`src/rtl/counter_bcd_n.sv`:
```
// Cascaded BCD up/down counter with clear, parallel load, wrap-or-saturate
// terminal behaviour, sticky overflow and a sticky invalid-load flag.
module counter_bcd_n #(
  parameter int DIGITS = 4,
  parameter bit WRAP   = 1'b1
) (
  input  logic                  clk,
  input  logic                  reset,
  input  logic                  en,
  input  logic                  up,
  input  logic                  clr,
  input  logic                  load,
  input  logic [4*DIGITS-1:0]   load_val,
  output logic [4*DIGITS-1:0]   count,
  output logic                  tc,
  output logic                  ovf,
  output logic                  load_err
);

  localparam int W = 4 * DIGITS;

  function automatic logic [3:0] bcd_fix(input logic [3:0] d);
    return (d > 4'd9) ? 4'd0 : d;
  endfunction

  function automatic logic [3:0] bcd_step(input logic [3:0] d, input logic inc);
    if (inc) return (d == 4'd9) ? 4'd0 : d + 4'd1;
    else     return (d == 4'd0) ? 4'd9 : d - 4'd1;
  endfunction

  logic [W-1:0] stepped;
  logic [W-1:0] loaded;
  logic         bad_digit;
  logic         at_max;
  logic         at_zero;
  logic         at_term;
  logic         carry;

  // Ripple the borrow/carry across decades; a terminal step naturally wraps
  // to all-0 (up) or all-9 (down), which is exactly the WRAP result.
  always_comb begin
    stepped   = count;
    loaded    = '0;
    bad_digit = 1'b0;
    at_max    = 1'b1;
    at_zero   = 1'b1;
    carry     = 1'b1;
    for (int k = 0; k < DIGITS; k++) begin
      if (carry) stepped[4*k +: 4] = bcd_step(count[4*k +: 4], up);
      carry     = carry & (up ? (count[4*k +: 4] == 4'd9) : (count[4*k +: 4] == 4'd0));
      at_max    = at_max  & (count[4*k +: 4] == 4'd9);
      at_zero   = at_zero & (count[4*k +: 4] == 4'd0);
      loaded[4*k +: 4] = bcd_fix(load_val[4*k +: 4]);
      bad_digit = bad_digit | (load_val[4*k +: 4] > 4'd9);
    end
  end

  assign at_term = up ? at_max : at_zero;
  assign tc      = en & at_term;

  always_ff @(posedge clk or negedge reset) begin
    if (!reset) begin
      count    <= '0;
      ovf      <= 1'b0;
      load_err <= 1'b0;
    end else if (clr) begin
      count    <= '0;
      ovf      <= 1'b0;
      load_err <= 1'b0;
    end else if (load) begin
      count    <= loaded;
      ovf      <= 1'b0;
      load_err <= bad_digit;
    end else if (en) begin
      if (at_term) begin
        ovf <= 1'b1;
        if (WRAP) count <= stepped;
      end else begin
        count <= stepped;
      end
    end
  end

endmodule

```
`config.mk`:
```
export PLATFORM = sky130hd
export DESIGN_NAME = counter_bcd_n
export DESIGN_NICKNAME = d
export VERILOG_FILES = /design/src/rtl/counter_bcd_n.sv
export SDC_FILE = /design/constraint.sdc
export NUM_CORES = 1
export LEC_CHECK = 0
export CAP_MARGIN = 0
export CORE_ASPECT_RATIO = 0.7
export CORE_UTILIZATION = 51
export DETAILED_ROUTE_END_ITERATION = 10
export PLACE_DENSITY = 0.81
export SYNTH_ARGS = -nofsm -noshare
export SYNTH_HDL_FRONTEND = slang
export SYNTH_SLANG_ARGS = --single-unit
```
`constraint.sdc`:
```
create_clock -name clk -period 2.9 [get_ports clk]
set_clock_uncertainty 0.15 [all_clocks]
set_input_delay 0.58 -clock clk [delete_from_list [all_inputs] [get_ports clk]]
set_output_delay 0.58 -clock clk [all_outputs]
set_load 0.005 [all_outputs]
```
After elaboration in Yosys (flattened, before gate mapping)
Index checks and enable logic that the tools add are counted.

cells by class
  add/sub/neg operators = 8
  $lt $le $gt $ge = 4
  eq/ne operators = 4
  multiplexer cells = 32
  bitwise operators = 12
  reduce and logical (&&, ||, !) cells = 14

operators with widths
  cell                                                                number
  4-bit 2-to-1 mux                                                    19
  16-bit 2-to-1 mux                                                   3
  4-bit by 1-bit adder with 4-bit output, second input constant       4
  4-bit == test, second input constant                                4
  4-bit > comparator, second input constant                           4
  4-bit logical NOT                                                   4
  4-bit by 1-bit subtractor with 4-bit output, second input constant  4
  3-bit nonzero test                                                  5
  1-bit 2-to-1 mux                                                    10
  1-bit AND                                                           9
  2-bit AND reduction                                                 4
  1-bit bitwise OR                                                    3
  2-bit nonzero test                                                  1

word-level totals
  flip-flop bits (word level) = 18

Longest topological paths before layout
Gate-level depths: netlist (run 1).

  depth after elaboration = 9
  depth in mapped cells = 7
  mapped depth without buffers = 7

Worst setup path after synthesis (run 1)
Ideal clock, no wire load.

  path type = register to register
  from = register count[0]
  to = register count[12]
  library setup time = 125 ps
  data arrival time = 2427 ps
  path slack = 198 ps
  cell stages (with the launch flop) = 8
  buffers on the path = 0
  cell sequence = dfrtp_1 inv_1 ha_1 or3b_1 a211o_1 or2_4 o31a_4 mux2_4

on the way
  word-level cells in the longest chain between the ends = 6

ends and longest elaborated chain
  element                                                    line  text
  start, declared                                            14    output logic [4*DIGITS-1:0] count,
  start signal, assigned                                     71    count <= loaded;
  start signal, assigned                                     77    if (WRAP) count <= stepped;
  start signal, assigned                                     79    count <= stepped;
  4-bit == test / 4-bit logical NOT (equally long branches)  50    carry = carry & (up ? (count[4*k +: 4] == 4'd9) : (count[4*k +: 4] == 4'd0));
  1-bit 2-to-1 mux *                                         50
  1-bit AND * (2 in a row)                                   50
  3-bit nonzero test (no line) *                             --
  2-bit AND reduction (no line) *                            --

Mark *: on every way between the ends. The rest lies on a longest branch, timed or not.
A chain may end at the register's enable or synchronous reset.

Final worst setup path (run 1)
  from = input port up
  to = register count[15]

on the way
  word-level cells in the longest chain between the ends = 5

ends and longest elaborated chain
  element                                                                    line    text
  start, declared                                                            10      input logic up,
  1-bit 2-to-1 mux / 4-bit 2-to-1 mux (equally long branches)                50, 27
  1-bit AND / 4-bit 2-to-1 mux (equally long branches)                       50, 49
  1-bit AND / 16-bit 2-to-1 mux (equally long branches)                      50, 74
  3-bit nonzero test (no line) / 16-bit 2-to-1 mux (equally long branches)   --
  2-bit AND reduction (no line) / 16-bit 2-to-1 mux (equally long branches)  --

Several ways; a longest one is shown, not always the timed one. The select of a mux whose other input is x is not followed.

==> results of run 1 <==
-- kinds of logic (layout without fill, tap and decap cells) --
family,Yosys count,count (layout),share of synthesized area [%]
XOR/XNOR,5,5,2.432
flip-flops,18,18,25.02
adder cells (fa/ha/maj),11,11,7.644
AO/OA/AOI/OAI,77,77,28.91
multiplexers,7,7,4.725
AND/OR/NAND/NOR,89,89,25.85
buffers and inverters,26,92,5.421
-- per-layer routing --
layer	GRT usage (%)	up-vias
met2	48.77	99
met4	6.536	0
li1	-	986
met3	5.426	10
met1	43.87	944
met5	0	-
-- worst max path at each step --
| stage | start | end | slack (ns) | cells past startpoint |
|---|---|---|---|---|
| final | up | count[15] | 0.08 | 8 |
| after detailed placement | up | tc | -0.43 | 6 |
| after global placement | up | tc | -0.41 | 6 |
| after floorplan | count[0] | count[12] | 0.20 | 7 |
| after global routing | count[13] | tc | 0.01 | 7 |
| after CTS | count[12] | tc | 0.0007 | 7 |
-- worst max-delay path, delay by kind of cell --
family	cells	cell delay, ns
buf+inv	3	0.56
compound gates	2	0.69
simple gates	2	0.67
mux	1	0.31
-- where the power goes --
part	switching, mW	internal, mW	total [mW]
Sequential	0.0232	0.272	0.295
Clock	0.0928	0.0928	0.186
Combinational	0.196	0.215	0.412
Total	0.312	0.580	0.892
-- area by class of cell --
cell class | count | area share (%)
tap | 47 | 2.307
inverter | 11 | 1.620
clock buffer | 3 | 1.620
sequential | 18 | 17.67
multi-input combinational | 189 | 49.98
timing repair buffer | 78 | 26.80
-- cells in the mapped netlist (all sizes together), types with 3 or more instances --
library cell / count
nor2: 28
nand2b: 7
o21ai: 14
nand3b: 3
o21bai: 4
or2: 4
a21oi: 20
dfrtp: 18
xnor2: 4
mux2i: 4
clkbuf: 13
nand3: 8
a31oi: 6
nor2b: 4
nor3b: 4
inv: 11
nand2: 16
a211o: 3
mux2: 3
ha: 11
a211oi: 4
-- state kept, by name, summed over array words and instances, names as in the netlist --
signal / cells
load_err: 1
count: 16
ovf: 1
-- what timing repair did --
| action | CTS | global route |
|---|---|---|
| gates resized for setup | 6 | 4 |
| endpoints found under the hold margin | 0 | 0 |
| pin swaps | 2 | 1 |
| endpoints found under the setup margin | 4 | 1 |
==> impl_metrics.toml, run 1 <==
[status]
outcome = "complete, no violations"

[clocking]
clkTransAtPathRegs_ns = 0.07
cts_hold_buf = 0
cts_max_level = 1
cts.sinks = 18
post-cts-setup-buffer-count = 0
cts_buffers = 3
clk_latency_ns = 0.26
root_buffer = "clkbuf_8"
clockBufferDepth = 2
cts_tree = "built"

[global_routing]
grt_overflow = 0
grtUsageTotal_pct = 30.82
grt_pass1_wl_um = 8818
grt_max_degree = 21
antenna_found_initial = 0
grt_pass1_vias = 1868

[worst_hold_path]
min-delay-start = "ovf"
hp-class = "flop to flop"
hold_end = "ovf"
hold_depth = 1

[sta]
final-setup-viol-count = 0
hold_violations = 0
period_share_pct = 97.09
setup_ws_ns = 0.08435
clock.fmax_mhz = 355.2
rsz0062_at_grt = "no"
holdWs_ns = 0.3502
drv_slew = 0
max_slew_margin_pct = 52.43
setup_tns_ns = 0
worstMarginPinSlew_ns = 0.6955
min_period_ns = 2.816

[die]
die_area_um2 = 3776
core_area_um2 = 3254
die_h_um = 51.71
row_count = 17
die_w_um = 73.02
ioPinCount = 41
start_util_pct = 55.32

[route]
vias = 2039
ant_nets = 0
routed.top_layer = "met4"
wl_met3_um = 377
wl_per_cell_um = 15.84
route.detailed.drc = 0
wl_um = 5481
drt-initial-drc-count = 156
wl_met1_um = 2607
via_per_inst = 5.893
dr_wl_met2_um = 2423
firstDrtPassIters = 4

[synth]
postSynthCellCount = 233
ys_warn_count = 0
ys_ff_latch = 18
seq_area_frac_synth_pct = 25.02
synth_nets = 266
yosys_most_used_dff = "dfrtp_1"
ys_async_sr_fraction_pct = 100.0
synth.avg_cell_area_um2 = 7.727
synth.top_cells.by_area = "dfrtp_1, ha_1, nor2_1"
synth_edf_count = 0
ys_types = 57
synth_top_area_share_pct = 25.02
yosysTopAreaCell = "dfrtp_1"
netlist_area_um2 = 1800

[finish]
fin_nets = 334
final_cell_mix = "clkdlybuf4s50_1, buf_4, nor2_1"
final_area_um2 = 2549
seq_area_um2 = 450.4
stdcell_count = 346
finish.utilization_pct = 78.32
layout-drive-gt1-share_pct = 18.06
diodes = 0
final_common_cell = "clkdlybuf4s50_1"
fill_cells = 244
syn_to_final_growth_pct = 41.56
multi_input_area_um2 = 1274

[worst_setup_path]
cpPeakStageDelay_ns = 0.41
rr_worst_depth = 7
end_kind = "flop"
slowest_stage = "or3b_1"
critical_path.max_fanout = 20
r2r-end = "count[15]"
critPathKind = "input pin to flop"
r2r_slack_ns = 0.21
worstReg2RegStart = "count[0]"
worst_ep_required_time_ns = 2.90
start_kind = "input pin"
critical_path_arrival_ns = 2.81
cp_cell_sequence = "dlygate4sd2_1 > buf_4 > buf_6 > or3b_1 > a211o_1 > or2_4 > o31a_4 > mux2_4"

[placement]
pre_cts_slack_ns = -0.4303
gp_congestion = 0.8744
dp.cells = 343
placed_cell_area_um2 = 2489
dp_hpwl_um = 4237
portBuffers = 40

[power]
pwr_density_cell_nw_per_um2 = 350.1
peakVddDrop_mv = 0.2527
p_total_mw = 0.8922
p_leak_nw = 1.100

[run]
maxCapViolations = 0
No activity file was read; power rests on OpenSTA's default activity.
==> inputs of run 2 (changes only) <==
--- a/config.mk
+++ b/config.mk
@@ -8,6 +8,7 @@
 export CAP_MARGIN = 0
 export CORE_ASPECT_RATIO = 0.7
 export CORE_UTILIZATION = 51
+export CTS_CLUSTER_SIZE = 16
 export DETAILED_ROUTE_END_ITERATION = 10
 export PLACE_DENSITY = 0.81
 export SYNTH_ARGS = -nofsm -noshare
==> results of run 2 <==
Final layout, timing and power as in run 1 (identical DEF).
==> inputs of run 3 (changes only) <==
--- a/config.mk
+++ b/config.mk
@@ -7,10 +7,12 @@
 export LEC_CHECK = 0
 export CAP_MARGIN = 0
 export CORE_ASPECT_RATIO = 0.7
-export CORE_UTILIZATION = 51
+export CORE_MARGIN = 2
+export CORE_UTILIZATION = 47
+export CTS_BUF_LIST = sky130_fd_sc_hd__clkbuf_4 sky130_fd_sc_hd__clkbuf_8
 export CTS_CLUSTER_SIZE = 16
 export DETAILED_ROUTE_END_ITERATION = 10
-export PLACE_DENSITY = 0.81
+export PLACE_DENSITY = 0.79
 export SYNTH_ARGS = -nofsm -noshare
 export SYNTH_HDL_FRONTEND = slang
 export SYNTH_SLANG_ARGS = --single-unit
==> constraint.sdc (replaced) <==
create_clock -name clk -period 2.3 [get_ports clk]
set_clock_uncertainty 0.15 [all_clocks]
set_input_delay 0.46 -clock clk [delete_from_list [all_inputs] [get_ports clk]]
set_output_delay 0.46 -clock clk [all_outputs]
set_load 0.005 [all_outputs]
==> impl_metrics.toml, run 3 (synthesis gave the netlist of run 1 again) <==
[status]
outcome = "complete, but fails checks"
violations = "negative setup slack"

[die]
core_area_um2 = 3603
die_area_um2 = 4350
die_w_um = 77.98
row_count = 18
ioPinCount = 41
die_h_um = 55.79
start_util_pct = 49.97

[power]
pwr_density_cell_nw_per_um2 = 442.4
p_leak_nw = 1.277
peakVddDrop_mv = 0.2581
p_total_mw = 1.285

[clocking]
root_buffer = "clkbuf_8"
cts_tree = "built"
cts.sinks = 18
clk_latency_ns = 0.26
cts_max_level = 1
clockBufferDepth = 2
cts_buffers = 3
clkTransAtPathRegs_ns = 0.07

[placement]
portBuffers = 40
placed_cell_area_um2 = 2674
gp_congestion = 0.9850
dp.cells = 368
dp_hpwl_um = 4577
pre_cts_slack_ns = -0.8086

[finish]
fin_nets = 363
final_common_cell = "buf_4"
top_regs = "count: 16 flops, load_err: 1 flops, ovf: 1 flops"
final_cell_mix = "buf_4, clkdlybuf4s50_1, nor2_1"
layout-drive-gt1-share_pct = 31.00
largest-register = "count"
final_area_um2 = 2904
syn_to_final_growth_pct = 61.29
largest_register_ffs = 16
diodes = 0
stdcell_count = 379

[worst_setup_path]
end_kind = "primary output"
critical_path_arrival_ns = 1.96
r2r-end = "count[15]"
critPathKind = "flop to primary output"
start_kind = "flop"
critical_path.max_fanout = 3
rr_worst_depth = 8
worstReg2RegStart = "count[1]"
r2r_slack_ns = -0.16
worst_ep_required_time_ns = 1.69

[global_routing]
grtUsageTotal_pct = 29.54
grt_pass1_vias = 2055
grt_pass1_wl_um = 10120
grt_overflow = 0
antenna_found_initial = 0
grt_max_degree = 28

[sta]
rsz0062_at_grt = "yes"
final-setup-viol-count = 5
drv_slew = 0
setup_ws_ns = -0.2657
max_slew_margin_pct = 61.79
min_period_ns = 2.566
setup_tns_ns = -0.8439
worstMarginPinSlew_ns = 0.5588
clock.fmax_mhz = 389.8
period_share_pct = 111.6
hold_violations = 0

[route]
firstDrtPassIters = 5
wl_per_cell_um = 17.28
ant_nets = 0
vias = 2216
drt-initial-drc-count = 255
wl_um = 6549
route.detailed.drc = 0
via_per_inst = 5.847

[worst_hold_path]
hp-class = "flop to flop"
hold_end = "ovf"
hold_depth = 1
min-delay-start = "ovf"

[run]
maxCapViolations = 0
## run 3: layout make-up
cell class	instances	area, µm²
tap	50	62.56
sequential	18	452.9
timing repair buffer	107	923.4
multi-input combinational	189	1369
clock buffer	4	55.05
inverter	11	41.29
fill	228	699.4
## run 3: stage by stage
| stage | utilization (%) | hold WS, ns |
|---|---|---|
| after floorplan | - | 0.01441 |
| after global placement | 74.20 | 0.3281 |
| after detailed placement | 74.20 | 0.3424 |
| after CTS | 79.51 | 0.3634 |
| after global routing | 80.59 | 0.3843 |
| final | 80.59 | 0.3545 |
## run 3: worst max-delay path by stage
stage	startpoint	to	cells past startpoint
after detailed placement	up	tc	6
final	count[13]	tc	9
after CTS	count[13]	tc	9
after floorplan	count[0]	count[12]	7
after global routing	count[13]	tc	9
after global placement	up	tc	6
## run 3: worst max-delay path, cell delays in order, from the launching register on
cell and delay (ns):
dfrtp_1 0.39, inv_2 0.10, buf_6 0.10, ha_4 0.11, nor3b_2 0.16, buf_4 0.15, nor4b_4 0.20, nand4_1 0.18
a21oi_4 0.17, buf_2 0.13
## run 3: timing repair
item,4_1_cts,5_1_grt
hold buffers,0,0
gates resized for setup,29,6
endpoints found under the setup margin,13,10
buffers inserted,7,1
pin swaps,6,4
## run 3: layer usage
layer,vias up,wire (µm),global-route usage (%)
li1,1043,-,-
met1,1011,2760,41.47
met2,139,2969,50.00
met3,23,708,4.545
met4,0,110,2.757
met5,-,0,0
## run 3: power by group
group,switching [mW],total [mW],internal (mW)
Sequential,0.0296,0.373,0.343
Combinational,0.298,0.641,0.343
Clock,0.119,0.271,0.153
